## config.mk

```make
export PLATFORM = sky130hd
export DESIGN_NAME = side_buffer_flat
export DESIGN_NICKNAME = d
export VERILOG_FILES = /design/src/rtl/minbd_pkg.sv /design/src/rtl/side_buffer_if.sv /design/src/rtl/side_buffer_fifo.sv /design/src/rtl/side_buffer.sv /design/src/flat_wrapper.sv
export SDC_FILE = /design/constraint.sdc
export NUM_CORES = 1
export LEC_CHECK = 0
export CORE_MARGIN = 4
export CORE_UTILIZATION = 50
export CTS_BUF_LIST = sky130_fd_sc_hd__clkbuf_2
export DETAILED_ROUTE_END_ITERATION = 10
export DONT_BUFFER_PORTS = 1
export GPL_TIMING_DRIVEN = 0
export HOLD_SLACK_MARGIN = 0.12
export PLACE_DENSITY_LB_ADDON = 0.05
export SLEW_MARGIN = 20
export SYNTH_ARGS = -nofsm -noshare
export SYNTH_HDL_FRONTEND = slang
export SYNTH_SLANG_ARGS = --single-unit
```

## constraint.sdc

```tcl
create_clock -name clk -period 2.44 [get_ports clk]
set_input_delay 0.366 -clock clk [delete_from_list [all_inputs] [get_ports clk]]
set_output_delay 0.366 -clock clk [all_outputs]
set_load 0.01 [all_outputs]
```

## src/rtl/minbd_pkg.sv

```systemverilog
// rtl/minbd_pkg.sv - shared MinBD router types and constants
package minbd_pkg;

    localparam int FLIT_W = 11;
    localparam logic [2:0] STARVE_MAX = 3'd5;

    typedef logic [FLIT_W-1:0] flit_t;

    typedef enum logic [1:0] {
        PORT_N = 2'd0,
        PORT_S = 2'd1,
        PORT_E = 2'd2,
        PORT_W = 2'd3
    } port_e;

    // Lowest-numbered free channel wins (N, S, E, W); returns PORT_N when none is free.
    function automatic port_e first_free(input logic [3:0] valid);
        port_e sel;
        sel = PORT_N;
        for (int i = 3; i >= 0; i--) begin
            if (!valid[i]) begin
                sel = port_e'(i[1:0]);
            end
        end
        return sel;
    endfunction

endpackage

```

## src/rtl/side_buffer_if.sv

```systemverilog
// rtl/side_buffer_if.sv - channel, buffer and status signals of the side buffer
interface side_buffer_if #(
    parameter int DEPTH = 4
) ();
    import minbd_pkg::*;

    localparam int CW = $clog2(DEPTH + 1);

    flit_t          buf_in;
    logic           buf_in_valid;
    flit_t          n_in, s_in, e_in, w_in;
    logic           n_in_valid, s_in_valid, e_in_valid, w_in_valid;
    flit_t          n_out, s_out, e_out, w_out;
    logic           n_out_valid, s_out_valid, e_out_valid, w_out_valid;
    logic [2:0]     cthulhu;
    logic [CW-1:0]  count;
    logic           empty;
    logic           full;
    logic           overflow;

    modport master (
        output buf_in, buf_in_valid,
        output n_in, s_in, e_in, w_in,
        output n_in_valid, s_in_valid, e_in_valid, w_in_valid,
        input  n_out, s_out, e_out, w_out,
        input  n_out_valid, s_out_valid, e_out_valid, w_out_valid,
        input  cthulhu, count, empty, full, overflow
    );

    modport slave (
        input  buf_in, buf_in_valid,
        input  n_in, s_in, e_in, w_in,
        input  n_in_valid, s_in_valid, e_in_valid, w_in_valid,
        output n_out, s_out, e_out, w_out,
        output n_out_valid, s_out_valid, e_out_valid, w_out_valid,
        output cthulhu, count, empty, full, overflow
    );

endinterface

```

## src/rtl/side_buffer_fifo.sv

```systemverilog
// rtl/side_buffer_fifo.sv - synchronous FIFO holding flits pulled off by the redirect stage
module side_fifo #(
    parameter int W     = 11,
    parameter int DEPTH = 4
) (
    input  logic                       clk,
    input  logic                       rst,
    input  logic                       push,
    input  logic [W-1:0]               din,
    input  logic                       pop,
    output logic [W-1:0]               head,
    output logic [$clog2(DEPTH+1)-1:0] count,
    output logic                       full,
    output logic                       empty
);

    localparam int PW = (DEPTH > 1) ? $clog2(DEPTH) : 1;
    localparam int CW = $clog2(DEPTH + 1);

    logic [W-1:0]  mem [DEPTH];
    logic [PW-1:0] wr_ptr;
    logic [PW-1:0] rd_ptr;
    logic          do_push;
    logic          do_pop;

    function automatic logic [PW-1:0] ptr_inc(input logic [PW-1:0] p);
        return (p == PW'(DEPTH - 1)) ? '0 : p + 1'b1;
    endfunction

    assign full    = (count == CW'(DEPTH));
    assign empty   = (count == '0);
    assign do_push = push && !full;
    assign do_pop  = pop && !empty;
    // Head reflects the pre-push state, so a flit written this cycle is never read this cycle.
    assign head    = mem[rd_ptr];

    always_ff @(posedge clk) begin
        if (do_push) begin
            mem[wr_ptr] <= din;
        end
    end

    always_ff @(posedge clk) begin
        if (rst) begin
            wr_ptr <= '0;
            rd_ptr <= '0;
            count  <= '0;
        end else begin
            if (do_push) begin
                wr_ptr <= ptr_inc(wr_ptr);
            end
            if (do_pop) begin
                rd_ptr <= ptr_inc(rd_ptr);
            end
            unique case ({do_push, do_pop})
                2'b10:   count <= count + 1'b1;
                2'b01:   count <= count - 1'b1;
                default: count <= count;
            endcase
        end
    end

endmodule

```

## src/rtl/side_buffer.sv

```systemverilog
// rtl/side_buffer.sv - MinBD side buffer: captures redirected flits and re-injects them into free channels
module side_buffer #(
    parameter int DEPTH = 4
) (
    input logic        clk,
    input logic        rst,
    side_buffer_if.slave bus
);
    import minbd_pkg::*;

    localparam int CW = $clog2(DEPTH + 1);

    flit_t         ch_in   [4];
    flit_t         ch_out  [4];
    logic [3:0]    ch_valid;
    logic [3:0]    out_valid;
    logic [3:0]    inject;
    port_e         sel;
    logic          any_free;
    logic          push;
    logic          pop;
    flit_t         head;
    logic [CW-1:0] count;
    logic          full;
    logic          empty;
    logic [2:0]    cthulhu;
    logic          overflow;

    assign ch_in[PORT_N] = bus.n_in;
    assign ch_in[PORT_S] = bus.s_in;
    assign ch_in[PORT_E] = bus.e_in;
    assign ch_in[PORT_W] = bus.w_in;
    assign ch_valid      = {bus.w_in_valid, bus.e_in_valid, bus.s_in_valid, bus.n_in_valid};

    assign any_free = ~&ch_valid;
    assign sel      = first_free(ch_valid);
    assign push     = bus.buf_in_valid && !full;
    assign pop      = any_free && !empty;

    always_comb begin
        inject = '0;
        for (int i = 0; i < 4; i++) begin
            inject[i] = pop && (sel == port_e'(i[1:0]));
        end
    end

    side_fifo #(
        .W     (FLIT_W),
        .DEPTH (DEPTH)
    ) u_fifo (
        .clk   (clk),
        .rst   (rst),
        .push  (push),
        .din   (bus.buf_in),
        .pop   (pop),
        .head  (head),
        .count (count),
        .full  (full),
        .empty (empty)
    );

    always_ff @(posedge clk) begin
        if (rst) begin
            for (int i = 0; i < 4; i++) begin
                ch_out[i] <= '0;
            end
            out_valid <= '0;
        end else begin
            for (int i = 0; i < 4; i++) begin
                ch_out[i] <= inject[i] ? head : ch_in[i];
            end
            out_valid <= ch_valid | inject;
        end
    end

    // A full buffer forces cthulhu low so the redirect stage stops pulling flits it cannot store.
    always_ff @(posedge clk) begin
        if (rst) begin
            cthulhu <= '0;
        end else if (empty) begin
            cthulhu <= '0;
        end else if (full) begin
            cthulhu <= '0;
        end else if (pop) begin
            cthulhu <= '0;
        end else if (&ch_valid) begin
            cthulhu <= (cthulhu >= STARVE_MAX) ? STARVE_MAX : cthulhu + 1'b1;
        end
    end

    always_ff @(posedge clk) begin
        if (rst) begin
            overflow <= 1'b0;
        end else if (bus.buf_in_valid && full) begin
            overflow <= 1'b1;
        end
    end

    assign bus.n_out       = ch_out[PORT_N];
    assign bus.s_out       = ch_out[PORT_S];
    assign bus.e_out       = ch_out[PORT_E];
    assign bus.w_out       = ch_out[PORT_W];
    assign bus.n_out_valid = out_valid[PORT_N];
    assign bus.s_out_valid = out_valid[PORT_S];
    assign bus.e_out_valid = out_valid[PORT_E];
    assign bus.w_out_valid = out_valid[PORT_W];
    assign bus.cthulhu     = cthulhu;
    assign bus.count       = count;
    assign bus.empty       = empty;
    assign bus.full        = full;
    assign bus.overflow    = overflow;

endmodule

```

## src/flat_wrapper.sv

```systemverilog
// flat-port wrapper written by rule: the top's interface ports become plain ports
module side_buffer_flat import minbd_pkg::*;
#(
    parameter int DEPTH = 4
)
  (clk, rst, bus_buf_in, bus_buf_in_valid, bus_n_in, bus_s_in, bus_e_in, bus_w_in, bus_n_in_valid, bus_s_in_valid, bus_e_in_valid, bus_w_in_valid, bus_n_out, bus_s_out, bus_e_out, bus_w_out, bus_n_out_valid, bus_s_out_valid, bus_e_out_valid, bus_w_out_valid, bus_cthulhu, bus_count, bus_empty, bus_full, bus_overflow);
  side_buffer_if #(.DEPTH(DEPTH)) bus_i ();
  input logic clk;
  input logic rst;
  input wire logic [$bits(bus_i.buf_in)-1:0] bus_buf_in;
  input wire logic [$bits(bus_i.buf_in_valid)-1:0] bus_buf_in_valid;
  input wire logic [$bits(bus_i.n_in)-1:0] bus_n_in;
  input wire logic [$bits(bus_i.s_in)-1:0] bus_s_in;
  input wire logic [$bits(bus_i.e_in)-1:0] bus_e_in;
  input wire logic [$bits(bus_i.w_in)-1:0] bus_w_in;
  input wire logic [$bits(bus_i.n_in_valid)-1:0] bus_n_in_valid;
  input wire logic [$bits(bus_i.s_in_valid)-1:0] bus_s_in_valid;
  input wire logic [$bits(bus_i.e_in_valid)-1:0] bus_e_in_valid;
  input wire logic [$bits(bus_i.w_in_valid)-1:0] bus_w_in_valid;
  output wire logic [$bits(bus_i.n_out)-1:0] bus_n_out;
  output wire logic [$bits(bus_i.s_out)-1:0] bus_s_out;
  output wire logic [$bits(bus_i.e_out)-1:0] bus_e_out;
  output wire logic [$bits(bus_i.w_out)-1:0] bus_w_out;
  output wire logic [$bits(bus_i.n_out_valid)-1:0] bus_n_out_valid;
  output wire logic [$bits(bus_i.s_out_valid)-1:0] bus_s_out_valid;
  output wire logic [$bits(bus_i.e_out_valid)-1:0] bus_e_out_valid;
  output wire logic [$bits(bus_i.w_out_valid)-1:0] bus_w_out_valid;
  output wire logic [$bits(bus_i.cthulhu)-1:0] bus_cthulhu;
  output wire logic [$bits(bus_i.count)-1:0] bus_count;
  output wire logic [$bits(bus_i.empty)-1:0] bus_empty;
  output wire logic [$bits(bus_i.full)-1:0] bus_full;
  output wire logic [$bits(bus_i.overflow)-1:0] bus_overflow;
  assign bus_i.buf_in = bus_buf_in;
  assign bus_i.buf_in_valid = bus_buf_in_valid;
  assign bus_i.n_in = bus_n_in;
  assign bus_i.s_in = bus_s_in;
  assign bus_i.e_in = bus_e_in;
  assign bus_i.w_in = bus_w_in;
  assign bus_i.n_in_valid = bus_n_in_valid;
  assign bus_i.s_in_valid = bus_s_in_valid;
  assign bus_i.e_in_valid = bus_e_in_valid;
  assign bus_i.w_in_valid = bus_w_in_valid;
  assign bus_n_out = bus_i.n_out;
  assign bus_s_out = bus_i.s_out;
  assign bus_e_out = bus_i.e_out;
  assign bus_w_out = bus_i.w_out;
  assign bus_n_out_valid = bus_i.n_out_valid;
  assign bus_s_out_valid = bus_i.s_out_valid;
  assign bus_e_out_valid = bus_i.e_out_valid;
  assign bus_w_out_valid = bus_i.w_out_valid;
  assign bus_cthulhu = bus_i.cthulhu;
  assign bus_count = bus_i.count;
  assign bus_empty = bus_i.empty;
  assign bus_full = bus_i.full;
  assign bus_overflow = bus_i.overflow;
  side_buffer #(.DEPTH(DEPTH)) u_core (.clk(clk), .rst(rst), .bus(bus_i));
endmodule
```

==> results by group, run 1 <==
Power
  • Worst VDD drop: 0.438 mV
  • Leak pwr: between 1.5 and 2 nW
  • Power density over the cells: around 900 nW/um2
  • Power share of the clock group: between 20% and 30%
  • Combinational power share: a little over a quarter
  • Reg power frac: between 50% and 60%
  • Total power: 4.26 mW
  • P_sw: 1.45 mW
  • Cell internal pwr: between 2 and 3 mW
  • Switching share of power: about a third

Cells and area
  • Area Overhead vs Synth: 23.9%
  • Nets: about 450
  • Register Area: 2550 um2
  • Multi-input gate area: about 1200 um2
  • Most frequent cells in the layout: dlygate4sd3_1, dfxtp_1, edfxtp_1, a21oi_1, o21ai_0
  • Fill cells: about 590
  • Layout Cells excl Fill: 482
  • Share of layout cells above drive strength 1: between 10% and 20%
  • Antenna Cells: 0
  • Most common cell after layout, fill and taps aside: dlygate4sd3_1

STA
  • Fmax: 442 MHz
  • Tcrit/Tclk final: between 90% and 100%
  • Setup TNS: 0 ns
  • Final setup violation count: 0
  • Slew @ Worst Pin: 0.614 ns
  • Unrepaired setup endpoints after global routing: no
  • Clock skew: ~0.047 ns
  • Slew HR: a little under 60%
  • Post-layout min period: around 2.3 ns
  • Final worst setup slack: 0.180 ns
  • Hold Fails Final Rpt: 0
  • Final Max Slew Viols: 0

Worst setup path
  • CP Class: reg2reg
  • Worst-path maximum fanout: 7
  • Critical Path RT: slightly below 3 ns
  • Worst Setup End Kind: register
  • Crit path DAT: between 2 and 3 ns
  • Crit path launch type: register
  • R2r setup slk: between 0.15 and 0.2 ns

Yosys
  • Top cell type by total area after synthesis: edfxtp_1
  • Adder-cell share of the synthesized area: under 10%
  • Post-Synth XOR/XNOR Area: less than 1%
  • Yosys cell types: 35
  • Post-synth EDFFs: 44
  • Synth top area share: between 30% and 40%
  • Mapped Area: 3890 um2
  • Ys flop type: dfxtp_1
  • Main combinational cell family by area after synthesis: compound AO/OA/AOI/OAI gates
  • Sequential share of the synthesized area: 65.3%
  • Compound-Gate Fraction of Synth Area: 14.1%
  • Cell count after synthesis: 301
  • Yosys reg bits: about 110
  • Synth async-reset ratio: 0%
  • Mean post-synth cell area: 12.9 um2
  • Ys Warns: 0
  • Synth Area in Simple Gates: roughly 7.4%
  • Mux contribution to synthesized area: 6.37%
  • Mapped Nets: ~370
  • Top post-synthesis cells by area: edfxtp_1, dfxtp_1, mux4_2

Clock tree
  • # clock sinks: roughly 110
  • Worst-case clock buffer depth: 2
  • TritonCTS clock tree: built
  • Worst-skew pair later-pin latency: 0.57 ns
  • Reg clk slew, reported paths: between 0.3 and 0.4 ns
  • CTS buffer count: 9
  • Clock Tree Root: clkbuf_2
  • H-tree levels: 3

Routing
  • DRC: 0
  • Final WL: between 9000 and 10000 um
  • Avg Vias per Cell: ~5.7
  • Antenna viol nets, final: 0
  • Top Metal Used: met4
  • DR WL met2: 4650 um
  • Via count: about 2700
  • DR pass1 iterations: 4
  • Met3 routed WL: just under 900 um
  • Iter 0 DRT Violations: roughly 180
  • DRT met1 WL: approximately 3900 um
  • DR WL/cell: just under 20 um

Die
  • Row cnt: 31
  • Initial Util: 52.5%
  • Core area: 7410 um2
  • I/O pins: around 120
  • Die area: slightly above 9000 um2
  • Die Y: around 96 um
  • Die X: slightly below 100 um

Run status
  • Status: finished clean

Placed design
  • Port bufs: 0
  • Placed cell count: 400
  • GPL Wtd Cong: between 0.7 and 0.8
  • DP Wirelength: around 6600 um
  • Pre-CTS setup slack: -0.101 ns

Global routing
  • Vias in the first global route: 2705
  • GR Overflow Total: 0
  • First-pass GRT wire length: approximately 14000 um
  • Gr usage total: about a fifth
  • Largest net degree at the start of global routing: 19
  • Initial antenna violation count: 0

Flow run
  • Max-Cap Viols: 0

Hold path
  • Class of the worst hold path: in2reg
routing by layer:
metal / vias up / GRT usage, %
met2: 135 / 34.7
met3: 18 / 5.32
met5: - / 0
met4: 0 / 7.11
met1: 1296 / 26.1
li1: 1278 / -
through the flow:
stage / cell area, um2 / utilization, % / hold slack [ns]
after floorplan: 3900 / - / 0.465
after global placement: 4020 / 54.3 / 0.465
after detailed placement: 4020 / 54.3 / 0.465
after CTS: 4790 / 64.7 / 0.124
after global routing: 4820 / 65.1 / 0.132
final: 4820 / 65.1 / 0.158
what timing repair did:
action / in CTS / in global routing
endpoints found under the setup margin: 1 / 1
buffers inserted: 0 / 0
hold buffers: 64 / 2
pin swaps: 0 / 1
gates resized for setup: 2 / 4
endpoints found under the hold margin: 100 / 3
cell usage after synthesis, drive strengths merged, types with 2 or more instances:
master,number
a21oi,35
a22o,22
and2,4
buf,8
clkbuf,11
dfxtp,61
edfxtp,44
ha,8
inv,12
mux4,11
nand3,23
nand3b,2
nor2,10
nor3,3
o21ai,27
or3,3
or4,2
xor2,2
final timing paths:
| kind | startpoint | end | cells past startpoint |
|---|---|---|---|
| setup / recovery | u_core.u_fifo.count[1] | u_core.u_fifo.count[2] | 9 |
| setup reg to reg | u_core.u_fifo.count[1] | u_core.u_fifo.count[2] | 9 |
| hold reg to reg | u_core.u_fifo.rd_ptr[1] | u_core.u_fifo.rd_ptr[1] | 2 |
| hold / removal | rst | u_core.ch_out[3][9] | 2 |
power by group through the flow:
| stage | Combinational (mW) | Sequential [mW] | Clock [mW] |
|---|---|---|---|
| floorplan | 0.759 | 2.27 | 0 |
| global placement | 1.00 | 2.31 | 0 |
| detailed placement | 1.01 | 2.32 | 0 |
| CTS | 1.12 | 2.29 | 0.854 |
| global route | 1.24 | 2.32 | 0.945 |
| finish | 1.12 | 2.29 | 0.850 |
registers in the layout, indices dropped and copies added, names as in the netlist, named ones only:
signal and flops:
u_core.u_fifo.rd_ptr 2, u_core.u_fifo.wr_ptr 2, u_core.u_fifo.mem 44, u_core.bus.cthulhu 3
u_core.ch_out 44, u_core.bus.overflow 1, u_core.u_fifo.count 3, u_core.out_valid 4
area by class of cell:
type,instances,area share [%]
timing repair buffer,66,13.7
tap,99,2.57
sequential,105,52.9
inverter,12,0.934
buffer,19,1.71
clock buffer,10,1.04
multi-input combinational,165,25.6
clock inverter,6,1.56
worst max-delay path, cell delays in order, from the launching register on:
cell and delay [ns]:
dfxtp_2 0.45, nor3b_4 0.39, nor2_2 0.10, inv_1 0.07, ha_1 0.17, inv_1 0.06
fa_1 0.37, xor2_1 0.16, or3_1 0.30, a21oi_1 0.14
cell families (layout without fill, tap and decap cells):
kind of cell | after synthesis | in the layout
DFF | 105 | 105
AOI/OAI and AO/OA | 89 | 89
and+or+nand+nor | 54 | 54
buffers and inverters | 31 | 113
muxes | 11 | 11
adders and majority gates | 9 | 9
xor gates and xnor gates | 2 | 2
(Power assumes the default switching activity.)
==> run 2: changes to the inputs <==
- clock period: 2.44 -> 1.85 ns (I/O delays scaled with it)
==> results by group, run 2 (same netlist as run 1, synthesis figures left out) <==
Run status
  • Status: finished with violations (was finished clean)
  • Failing checks: negative setup slack

Cells and area
  • Most common cell after layout, fill and taps aside: dlygate4sd3_1 (unchanged)
  • Area Overhead vs Synth: 23.3% (was 23.9%)
  • Share of layout cells above drive strength 1: 11.5% (was 10.2%)
  • Final Util: 64.8% (was 65.1%)
  • Nets: 449 (unchanged)
  • Most frequent cells in the layout: dlygate4sd3_1, dfxtp_1, edfxtp_1, a21oi_1, o21ai_0 (unchanged)
  • Largest registers: u_core.ch_out (44), u_core.u_fifo.mem (44), u_core.out_valid (4) (unchanged)
  • Fill cells: 583 (was 586)
  • Antenna Cells: 0 (unchanged)

STA
  • Clock skew: 0.0341 ns (was 0.0474 ns)
  • Hold Fails Final Rpt: 0 (unchanged)
  • Post-layout min period: 2.15 ns (was 2.26 ns)
  • Unrepaired setup endpoints after global routing: yes (was no)
  • Slew HR: 55.4% (was 59.1%)
  • Final setup violation count: 2 (was 0)
  • Fmax: 464 MHz (was 442 MHz)
  • Setup TNS: -0.467 ns (was 0 ns)
  • Tcrit/Tclk final: 116% (was 92.6%)
  • Hold WS: 0.158 ns (about the same)
  • Slew @ Worst Pin: 0.668 ns (was 0.614 ns)
  • Final worst setup slack: -0.304 ns (was 0.180 ns)
  • Final Max Slew Viols: 0 (unchanged)

Clock tree
  • CTS buffer count: 9 (unchanged)
  • Worst-skew pair later-pin latency: 0.55 ns (was 0.57 ns)
  • Clock Tree Root: clkbuf_2 (unchanged)
  • Reg clk slew, reported paths: 0.28 ns (was 0.31 ns)
  • # clock sinks: 105 (unchanged)
  • H-tree levels: 3 (unchanged)
  • Worst-case clock buffer depth: 2 (unchanged)
  • TritonCTS clock tree: built (unchanged)

Die
  • Initial Util: 52.5% (unchanged)
  • I/O pins: 119 (unchanged)
  • Row cnt: 31 (unchanged)
  • Die area: 9260 um2 (unchanged)
  • Die X: 96.2 um (unchanged)
  • Core area: 7410 um2 (unchanged)
  • Die Y: 96.2 um (unchanged)

Routing
  • DR pass1 iterations: 4 (unchanged)
  • Iter 0 DRT Violations: 144 (was 184)
  • DR WL/cell: 19.8 um (about the same)
  • Avg Vias per Cell: 5.65 (was 5.66)
  • Final WL: 9570 um (was 9550 um)
  • DRC: 0 (unchanged)
  • Via count: 2723 (was 2727)
  • Antenna viol nets, final: 0 (unchanged)

Placed design
  • DP Wirelength: 6310 um (was 6570 um)
  • GPL Wtd Cong: 0.799 (was 0.744)
  • Port bufs: 0 (unchanged)
  • Pre-CTS setup slack: -0.323 ns (was -0.101 ns)

Global routing
  • Gr usage total: 20.5% (was 20.7%)
  • Vias in the first global route: 2660 (was 2705)
  • GR Overflow Total: 0 (unchanged)
  • First-pass GRT wire length: 13900 um (was 14100 um)
  • Largest net degree at the start of global routing: 18 (was 19)
  • Initial antenna violation count: 0 (unchanged)

Worst setup path
  • Critical R2R Launch: u_core.u_fifo.count[2] (was u_core.u_fifo.count[1])
  • Crit. Startpoint: u_core.u_fifo.count[2] (was u_core.u_fifo.count[1])
  • CP Class: reg2reg (unchanged)
  • Critical Path RT: 2.35 ns (was 2.95 ns)
  • Crit path launch type: register (unchanged)
  • Top Family by Delay on Critical Path: simple AND/OR/NAND/NOR gates (unchanged)
  • Worst Setup End Kind: register (unchanged)
  • R2R depth: 9 (unchanged)
  • CP Depth: 9 (unchanged)
  • Critical Path Max Stage Delay: 0.47 ns (was 0.45 ns)
  • Crit path buffers/inverters: 2 (unchanged)
  • Slowest-stage cell, CP: dfxtp_4 (was dfxtp_2)
  • Crit path cell chain: nor3b_4, nor2_2, inv_1, ha_2, inv_2, fa_2, xor2_1, or3_1, a21oi_1 (was nor3b_4, nor2_2, inv_1, ha_1, inv_1, fa_1, xor2_1, or3_1, a21oi_1)
  • Crit path DAT: 2.65 ns (was 2.77 ns)
  • Worst-path maximum fanout: 7 (unchanged)

Power
  • Worst VDD drop: 0.619 mV (was 0.438 mV)
  • Leak pwr: 1.70 nW (was 1.72 nW)
  • Power density over the cells: 1150 nW/um2 (was 884 nW/um2)

Hold path
  • Class of the worst hold path: in2reg (unchanged)
  • Hold_sp: bus_w_in_valid (was rst)
  • WHS Path Cells: 3 (was 2)

Flow run
  • Max-Cap Viols: 0 (unchanged)
==> run 2: routing by layer <==
| metal | wire length [um] | global-route usage [%] | part of all wire [%] | vias up |
|---|---|---|---|---|
| li1 | - | - | - | 1277 |
| met1 | 3780 | 25.0 | 40 | 1304 |
| met2 | 4820 | 35.0 | 50 | 127 |
| met3 | 831 | 4.69 | 8.7 | 15 |
| met4 | 137 | 7.94 | 1.4 | 0 |
| met5 | 0 | 0 | 0 | - |
==> run 2: cell type report <==
class | instances | area, um2 | share of cell area, %
Clock buffer | 9 | 45.0 | 0.939
Tap cell | 99 | 124 | 2.58
Timing Repair Buffer | 66 | 656 | 13.7
Inverter | 12 | 50.0 | 1.04
Buffer | 19 | 82.6 | 1.72
Clock inverter | 7 | 45.0 | 0.939
Sequential cell | 105 | 2550 | 53.2
Multi-Input combinational cell | 165 | 1240 | 25.9
==> run 2: report_power, final <==
part           internal [mW]  switching, mW
logic                  0.657          0.905
registers               2.76          0.271
clock network          0.174          0.753
==> run 2: tightest hold or removal path: cells and delay by family <==
family / cells / cell delay (ns)
compound gates: 1 / 0.06
simple gates: 2 / 0.33
==> run 2: path summary, 6_finish.rpt <==
path	slack, ns	to
hold / removal	0.16	register
setup / recovery	-0.30	u_core.u_fifo.count[2]
setup reg to reg	-0.30	u_core.u_fifo.count[2]
hold reg to reg	0.52	register
==> run 2: repair_timing <==
action                                  CTS  global route
hold buffers                             64             0
setup buffers                             2             0
pin swaps                                 1             1
endpoints found under the setup margin    3             3
hold endpoints to repair                100             0
gates resized for setup                   1             2
==> run 2: metrics by stage <==
step | instances | power [mW] | area, um2
final | 482 | 5.52 | 4800
after CTS | 482 | 5.50 | 4790
after floorplan | 301 | 4.06 | 3920
after global routing | 482 | 5.81 | 4800
after global placement | 400 | 4.43 | 4050
after detailed placement | 400 | 4.46 | 4050
